[config.mk]
export PLATFORM = sky130hd
export DESIGN_NAME = ucsbece154b_fifo_arbiter
export DESIGN_NICKNAME = d
export VERILOG_FILES = /design/src/rtl/ucsbece154b_fifo_arbiter.sv
export SDC_FILE = /design/constraint.sdc
export NUM_CORES = 1
export LEC_CHECK = 0
export ABC_AREA = 1
export BUFFER_PORTS_ARGS = -buffer_cell sky130_fd_sc_hd__buf_2
export CORE_MARGIN = 5
export CORE_UTILIZATION = 29
export CTS_BUF_LIST = sky130_fd_sc_hd__clkbuf_2 sky130_fd_sc_hd__clkbuf_4 sky130_fd_sc_hd__clkbuf_8
export CTS_CLUSTER_DIAMETER = 60
export DETAILED_ROUTE_END_ITERATION = 16
export GPL_ROUTABILITY_DRIVEN = 0
export PLACE_DENSITY = 0.82
export SYNTH_ARGS = -nofsm -noshare
export SYNTH_HDL_FRONTEND = slang
export SYNTH_SLANG_ARGS = --single-unit
[constraint.sdc]
create_clock -name clk_i -period 1.3 [get_ports clk_i]
set_clock_uncertainty 0.05 [all_clocks]
set_input_delay 0.13 -clock clk_i [delete_from_list [all_inputs] [get_ports clk_i]]
set_output_delay 0.13 -clock clk_i [all_outputs]
set_load 0.05 [all_outputs]
[src/rtl/ucsbece154b_fifo_arbiter.sv]
// Round-robin arbiter that shares the push port of ucsbece154b_fifo, with locked bursts and owner-ID tagging.
// Optional macro ARB_TIMEOUT_EN releases a lock whose owner has stayed idle for TIMEOUT_CYCLES cycles.
module ucsbece154b_fifo_arbiter #(
  parameter int DATA_WIDTH     = 32,
  parameter int NR_REQ         = 2,
  parameter int BURST_MAX      = 4,
  parameter int TIMEOUT_CYCLES = 8
) (
  input  logic                                  clk_i,
  input  logic                                  rst_i,
  input  logic [NR_REQ-1:0]                     req_valid_i,
  input  logic [NR_REQ-1:0]                     req_last_i,
  input  logic [NR_REQ*DATA_WIDTH-1:0]          req_data_i,
  output logic [NR_REQ-1:0]                     req_ready_o,
  output logic [DATA_WIDTH+$clog2(NR_REQ)-1:0]  fifo_data_o,
  output logic                                  fifo_push_o,
  input  logic                                  fifo_full_i,
  output logic [NR_REQ-1:0]                     grant_o,
  output logic                                  busy_o,
  output logic                                  timeout_o
);

  localparam int IDW = $clog2(NR_REQ);
  localparam int BCW = $clog2(BURST_MAX + 1);
  localparam logic [BCW-1:0] BURST_LAST = BCW'(BURST_MAX);

  if (NR_REQ < 2)         $error("NR_REQ must be >= 2");
  if (BURST_MAX < 1)      $error("BURST_MAX must be >= 1");
  if (TIMEOUT_CYCLES < 1) $error("TIMEOUT_CYCLES must be >= 1");

  typedef enum logic {IDLE, LOCKED} state_t;

  state_t           r_state, w_state_nxt;
  logic [IDW-1:0]   r_rr_ptr, w_rr_ptr_nxt;
  logic [IDW-1:0]   r_owner, w_owner_nxt;
  logic [BCW-1:0]   r_beat_cnt, w_beat_cnt_nxt;
  logic [IDW-1:0]   w_g;
  logic             w_has_grant;
  logic             w_xfer;
  logic             w_last;
  logic             w_timeout;

  function automatic logic [IDW-1:0] next_idx(input logic [IDW-1:0] idx);
    return (idx == IDW'(NR_REQ - 1)) ? '0 : idx + 1'b1;
  endfunction

  // First valid requester at or after ptr, wrapping modulo NR_REQ.
  function automatic logic [IDW-1:0] rr_pick(input logic [IDW-1:0]    ptr,
                                             input logic [NR_REQ-1:0] valid);
    logic [IDW-1:0] idx;
    logic [IDW-1:0] pick;
    logic           found;
    idx   = ptr;
    pick  = ptr;
    found = 1'b0;
    for (int k = 0; k < NR_REQ; k++) begin
      if (!found && valid[idx]) begin
        pick  = idx;
        found = 1'b1;
      end
      idx = next_idx(idx);
    end
    return pick;
  endfunction

  always_comb begin
    w_g         = (r_state == LOCKED) ? r_owner : rr_pick(r_rr_ptr, req_valid_i);
    w_has_grant = !rst_i && ((r_state == LOCKED) || (|req_valid_i));
    w_xfer      = w_has_grant && req_valid_i[w_g] && !fifo_full_i;
    w_last      = req_last_i[w_g];
  end

  assign grant_o     = w_has_grant ? (NR_REQ'(1'b1) << w_g) : '0;
  assign req_ready_o = w_xfer ? (NR_REQ'(1'b1) << w_g) : '0;
  assign fifo_push_o = w_xfer;
  assign fifo_data_o = w_has_grant ? {w_g, req_data_i[w_g*DATA_WIDTH +: DATA_WIDTH]} : '0;
  assign busy_o      = !rst_i && (r_state == LOCKED);
  assign timeout_o   = w_timeout;

  always_comb begin
    // NOTE: every next-state signal is defaulted first so no path through the case can infer a latch.
    w_state_nxt    = r_state;
    w_rr_ptr_nxt   = r_rr_ptr;
    w_owner_nxt    = r_owner;
    w_beat_cnt_nxt = r_beat_cnt;
    case (r_state)
      IDLE: begin
        if (w_xfer) begin
          if (w_last || BURST_MAX == 1) begin
            w_rr_ptr_nxt = next_idx(w_g);
          end else begin
            w_state_nxt    = LOCKED;
            w_owner_nxt    = w_g;
            w_beat_cnt_nxt = BCW'(1);
          end
        end
      end
      LOCKED: begin
        if (w_xfer) begin
          // A burst hitting BURST_MAX is cut here; the owner's leftover beats re-arbitrate.
          if (w_last || (r_beat_cnt + 1'b1 == BURST_LAST)) begin
            w_state_nxt    = IDLE;
            w_rr_ptr_nxt   = next_idx(r_owner);
            w_beat_cnt_nxt = '0;
          end else begin
            w_beat_cnt_nxt = r_beat_cnt + 1'b1;
          end
        end else if (w_timeout) begin
          w_state_nxt    = IDLE;
          w_rr_ptr_nxt   = next_idx(r_owner);
          w_beat_cnt_nxt = '0;
        end
      end
      default: w_state_nxt = IDLE;
    endcase
  end

  // NOTE: sequential state uses non-blocking assignments so all flops update from pre-edge values.
  always_ff @(posedge clk_i) begin
    if (rst_i) begin
      r_state    <= IDLE;
      r_rr_ptr   <= '0;
      r_owner    <= '0;
      r_beat_cnt <= '0;
    end else begin
      r_state    <= w_state_nxt;
      r_rr_ptr   <= w_rr_ptr_nxt;
      r_owner    <= w_owner_nxt;
      r_beat_cnt <= w_beat_cnt_nxt;
    end
  end

`ifdef ARB_TIMEOUT_EN
  localparam int ICW = $clog2(TIMEOUT_CYCLES + 1);

  logic [ICW-1:0] r_idle_cnt;

  // Fires on the TIMEOUT_CYCLES-th consecutive owner-idle cycle; a full FIFO with owner valid resets the count.
  assign w_timeout = !rst_i && (r_state == LOCKED) && !req_valid_i[r_owner] &&
                     (r_idle_cnt == ICW'(TIMEOUT_CYCLES - 1));

  always_ff @(posedge clk_i) begin
    if (rst_i || (r_state != LOCKED) || req_valid_i[r_owner] || w_timeout) begin
      r_idle_cnt <= '0;
    end else begin
      r_idle_cnt <= r_idle_cnt + 1'b1;
    end
  end
`else
  assign w_timeout = 1'b0;
`endif

endmodule

# Word-level counts from Yosys, hierarchy flattened
# Index checks and enable logic that the tools add are counted.
[op_classes]
n_mux = 32
n_reduce_logical = 14
addsub = 4
eq_ne = 6
n_shift = 2
magnitude_cmp = 3
n_bitwise = 2
[ops]
columns = ["operator", "n"]
rows = [
  ["$shiftx A64 B7 Y32", 1],
  ["$mux W33", 1],
  ["$mux W1", 22],
  ["$mux W3", 4],
  ["$lt A1 B2 Y1 const B", 3],
  ["$ne A2 B2 Y1 const B", 3],
  ["$pmux W3 S2", 1],
  ["$reduce_and A3 Y1", 2],
  ["$logic_and A1 B1 Y1", 5],
  ["$mux W2", 2],
  ["$ne A2 B1 Y1 const B", 2],
  ["$pmux W1 S2", 2],
  ["$reduce_and A4 Y1", 1],
  ["$add A1 B1 Y1 const B", 3],
  ["$add A3 B1 Y3 const B", 1],
  ["$eq A3 B3 Y1 const B", 1],
  ["$logic_not A1 Y1", 3],
  ["$logic_or A1 B1 Y1", 2],
  ["$not A1 Y1", 2],
  ["$reduce_or A2 Y1", 1],
  ["$shl A1 B1 Y2 const A", 1],
]
[word_totals]
out_inout_bits = 40
word_cells = 67
in_bits = 71
regBits = 6

# Logic depth before layout (Yosys ltp)
[depth]
depth_word = 13
ltp_mapped = 11
ltp_nobuf = 11

# Worst setup path after synthesis
# No wires, ideal clock.
[synth_path]
path_type = "register to output"
start = "register r_state"
end = "output fifo_data_o[23]"
slack_ns = -0.563
arrival_time_ns = 1.683
t_required_ns = 1.120
n_path_buf = 1
stages_incl_launch_ff = 8
path_cell_list = "dfxtp_1 > nor2_2 > nand2_2 > nand3_4 > nand2_1 > inv_2 > buf_2 > a22o_1"
[synth_via]
elab_chain_cells = 3
word_cells_on_any_way = 5
cone_classes = "shift: 1; mux: 2; reduce/logical: 2"
[synth_lines]
columns = ["element", "line_no", "rtl"]
rows = [
  ["start: declaration", "33", "state_t r_state, w_state_nxt;"],
  ["start signal: assignment", "126", "r_state <= w_state_nxt;"],
  ["$mux W1 / $logic_or A1 B1 Y1 (equally long branches)", "67, 68", ""],
  ["$shiftx A64 B7 Y32 / $logic_and A1 B1 Y1 (equally long branches)", "76, 68", ""],
  ["$mux W33 *", "76", "assign fifo_data_o = w_has_grant ? {w_g, req_data_i[w_g*DATA_WIDTH +: DATA_WIDTH]} : '0;"],
  ["end: declaration", "15", "output logic [DATA_WIDTH+$clog2(NR_REQ)-1:0] fifo_data_o,"],
]
# Every way passes the cells marked *; elsewhere a longest branch is shown, timed or not.

# Worst setup path after layout
[layout_path]
start = "register r_owner"
end = "output fifo_data_o[24]"
[layout_via]
elab_chain_cells = 3
[layout_lines]
columns = ["element", "line_no", "rtl"]
rows = [
  ["start: declaration", "35", "logic [IDW-1:0] r_owner, w_owner_nxt;"],
  ["start signal: assignment", "128", "r_owner <= w_owner_nxt;"],
  ["$mux W1", "67", "w_g = (r_state == LOCKED) ? r_owner : rr_pick(r_rr_ptr, req_valid_i);"],
  ["$shiftx A64 B7 Y32", "76", ""],
  ["$mux W33", "76", ""],
]
# No other way between the ends.

==> run_results.csv <==
group,metric,value,unit
die,dieArea,4100,um^2
power_and_ir_drop,p_leak,1.30,nW
sta,fin_crit_sh,150,%
status,outcome,"finished with violations",
synth,synthAdderAreaFrac,2.95,%
drt,dr_wl_met3,692,um
clocking,cts_hold_buf,0,
critical_path,path_delay_family,"buffers and inverters",
power_and_ir_drop,sw_frac_of_total,48.7,%
synth,ys_types,26,
die,die_x,64.0,um
grt,grt_pass1_wl,8.09,mm
min_path,min_to,"r_state$_SDFF_PP0_",
critical_path,crit_buf_inv,4,
drt,highest-signal-layer,"met4",
clocking,clk_latency,0.26,ns
cells_and_area,drive_gt1_share,88.1,%
critical_path,r2r_slack,-0.52,ns
min_path,min_path_type,"in -> reg",
grt,grt-ovfl-total,0,
drt,vias,1639,
grt,antenna_found_initial,3,
drt,drt_iter0_markers,103,
clocking,cts_inserted_buffers,3,
place,pre_cts_ws,-0.381,ns
clocking,cts.path.max_buffers,2,
clocking,cts_root_buf,"clkbuf_4",
synth,synthMuxAreaShare,0,%
status,failed_checks,"setup timing",
sta,final.min_clock_period,1.95,ns
sta,finalHoldViolations,0,
place,place.port_buffers,109,
synth,synth-edff-count,0,
grt,grt_start_max_net_pins,14,
drt,via_per_inst,5.71,
cells_and_area,nNetsFinal,327,
critical_path,reg2regPathDepth,13,
clocking,cts_sinks,6,
sta,whs,0.209,ns
critical_path,cp-end-kind,"output port",
critical_path,critPathArrivalTime,1.77,ns
die,row_count,19,
clocking,htreeDepth,1,
place,place_area,1870,um^2
synth,synth_ff_type,"dfxtp_1",
critical_path,crit_type,"reg -> out",
sta,drv_slew,0,
synth,synth-compound-area-share,40.0,%
synth,ys_async_sr_fraction,0,%
grt,track_usage,24.9,%
synth,syn_nets,191,
die,coreArea,2780,um^2
power_and_ir_drop,seq_power_share,9.9,%
drt,wl,7.30,mm
synth,ys_warn_count,0,
clocking,cts_tree,"done",
power_and_ir_drop,internal_power,1.01,mW
cells_and_area,final_common_cell,"buf_2",
critical_path,cp_data_required_time,1.12,ns
min_path,hold_depth,3,
die,initial_core_util,30.5,%
sta,rsz0062_at_grt,"true",
critical_path,cp_cell_sequence,"inv_1 > nand2_2 > nand3_4 > nand2_2 > clkinv_4 > clkbuf_16 > a22o_4 > buf_6",
drt,wl_per_cell,25.4,um
place,dp_hpwl,3.57,mm
drt,dr.pass1.iters,4,
drt,drc_errors,0,
clocking,clkTransAtPathRegs,0.05,ns
synth,syn_inst,118,
cells_and_area,area_delta_synth_final,197,%
drt,dr_wl_met2,3.78,mm
sta,setup_viol,44,
critical_path,crit_top_cell,"nand2_2",
power_and_ir_drop,p_per_area,785,nW/um^2
sta,max_freq,513,MHz
die,dieHeight,64.0,um
power_and_ir_drop,p_sw,0.961,mW
cells_and_area,final_cell_mix,"70 x buf_2, 38 x buf_6, 29 x a22o_4",
synth,synth_area,847,um^2
synth,yosys.area_share.xor_xnor,1.03,%
min_path,min_from,"rst_i",
synth,syn_avg_cell_area,7.18,um^2
critical_path,worstPathMaxFanout,5,
synth,ys_seq_area_share,14.2,%
cells_and_area,stdcell_area,2510,um^2
drt,drt-met1-wl,2.32,mm
power_and_ir_drop,irDropWorstVdd,844,uV
critical_path,slowest_stage,"dfxtp_1",
critical_path,cp_slowest_stage_delay,0.36,ns
drt,drtAntennaViolNets,0,
synth,synth-simple-area-share,26.6,%
grt,grt_pass1_vias,1487,
critical_path,r2r-end,"r_beat_cnt[0]$_SDFFE_PP0P_",
place,post-place-cells,269,
power_and_ir_drop,finalPower,1.97,mW
critical_path,cp-start-kind,"flop",
cells_and_area,stdcell_count,287,
flow_run,drv_cap,0,
synth,synth_top_family_by_area,"compound AO/OA/AOI/OAI gates",
die,top_level_ports,111,
power_and_ir_drop,clkPwrFrac,11.0,%
sta,fin_ws,-0.650,ns
power_and_ir_drop,p_comb_share,79.1,%
synth,ys_ff_latch,6,
critical_path,worstReg2RegStart,"r_owner$_SDFFE_PP0P_",
[routing by layer]
layer | vias to the layer above | global-route usage (%)
li1 | 696 | -
met5 | - | 0
met2 | 126 | 46.7
met1 | 782 | 29.2
met3 | 35 | 3.50
met4 | 0 | 5.71
[cell type report]
class | count | area (um^2)
Antenna cell | 3 | 7.51
Clock buffer | 4 | 30.0
Fill cell | 118 | 267
Inverter | 16 | 76.3
Multi-Input combinational cell | 88 | 1030
Sequential cell | 6 | 124
Tap cell | 31 | 38.8
Timing Repair Buffer | 139 | 1210
[sequential cells by signal, indices dropped and copies added (netlist names)]
name	flops
r_beat_cnt	3
r_owner	1
r_rr_ptr	1
r_state	1
[per-stage QoR]
step,utilization [%],TNS (ns)
global placement,67.3,-11.92
global route,90.4,-27.61
floorplan,-,-7.88
detailed placement,67.3,-13.31
finish,90.4,-25.81
CTS,83.9,-19.88
[power by group through the flow]
stage	clock, mW	sequential (mW)	combinational [mW]
finish	0.217	0.196	1.56
global route	0.232	0.196	1.61
CTS	0.217	0.195	1.41
detailed placement	0	0.197	1.14
global placement	0	0.197	1.12
floorplan	0	0.198	0.804
[how the worst max path moves through the flow]
stage,depth (start not counted),startpoint,slack [ns],end
finish,8,r_owner$_SDFFE_PP0P_,-0.65,fifo_data_o[24]
global route,9,r_state$_SDFF_PP0_,-0.67,fifo_data_o[23]
CTS,9,r_state$_SDFF_PP0_,-0.50,fifo_data_o[16]
detailed placement,8,r_state$_SDFF_PP0_,-0.38,fifo_data_o[16]
global placement,8,r_state$_SDFF_PP0_,-0.33,fifo_data_o[13]
floorplan,10,r_state$_SDFF_PP0_,-0.23,r_rr_ptr$_SDFFE_PP0P_
[worst reg2reg max path, cell delays in order (launching register included)]
cell	delay (ns)
dfxtp_1	0.36
inv_1	0.07
nand2_2	0.14
nand3_4	0.12
buf_6	0.14
nand2_4	0.06
nand2_4	0.06
buf_6	0.12
buf_6	0.10
buf_6	0.11
nand4_4	0.09
clkinv_4	0.09
buf_6	0.12
a21oi_2	0.13
[cell usage after synthesis, types with 2 or more instances]
cell / number / area [um^2]
a21oi_1: 3 / 15.0
nand2_1: 18 / 67.6
inv_2: 3 / 11.3
nor2_2: 2 / 12.5
nor2_1: 10 / 37.5
nand2_2: 3 / 18.8
a22o_1: 32 / 280
ha_1: 2 / 25.0
buf_4: 2 / 15.0
dfxtp_1: 6 / 120
nand3_1: 6 / 30.0
inv_1: 12 / 45.0
buf_6: 3 / 33.8
buf_2: 3 / 15.0
nand3_4: 2 / 35.0
[cells by family (layout without fill, tap and decap cells)]
| kind of cell | Yosys count | count (layout) |
|---|---|---|
| AND/OR/NAND/NOR | 44 | 44 |
| AO/OA/AOI/OAI | 40 | 40 |
| buffers and inverters | 24 | 159 |
| flip-flops | 6 | 6 |
| adder cells (fa/ha/maj) | 2 | 2 |
| other | 1 | 4 |
| XOR/XNOR | 1 | 1 |
[what timing repair did]
action / in CTS / in global routing
gates resized for setup: 110 / 36
gates cloned: 1 / 2
hold endpoints to repair: 0 / 0
pin swaps: 14 / 13
endpoints found under the setup margin: 45 / 45
buffers inserted: 6 / 7
Power figures use the tool's default switching activity.
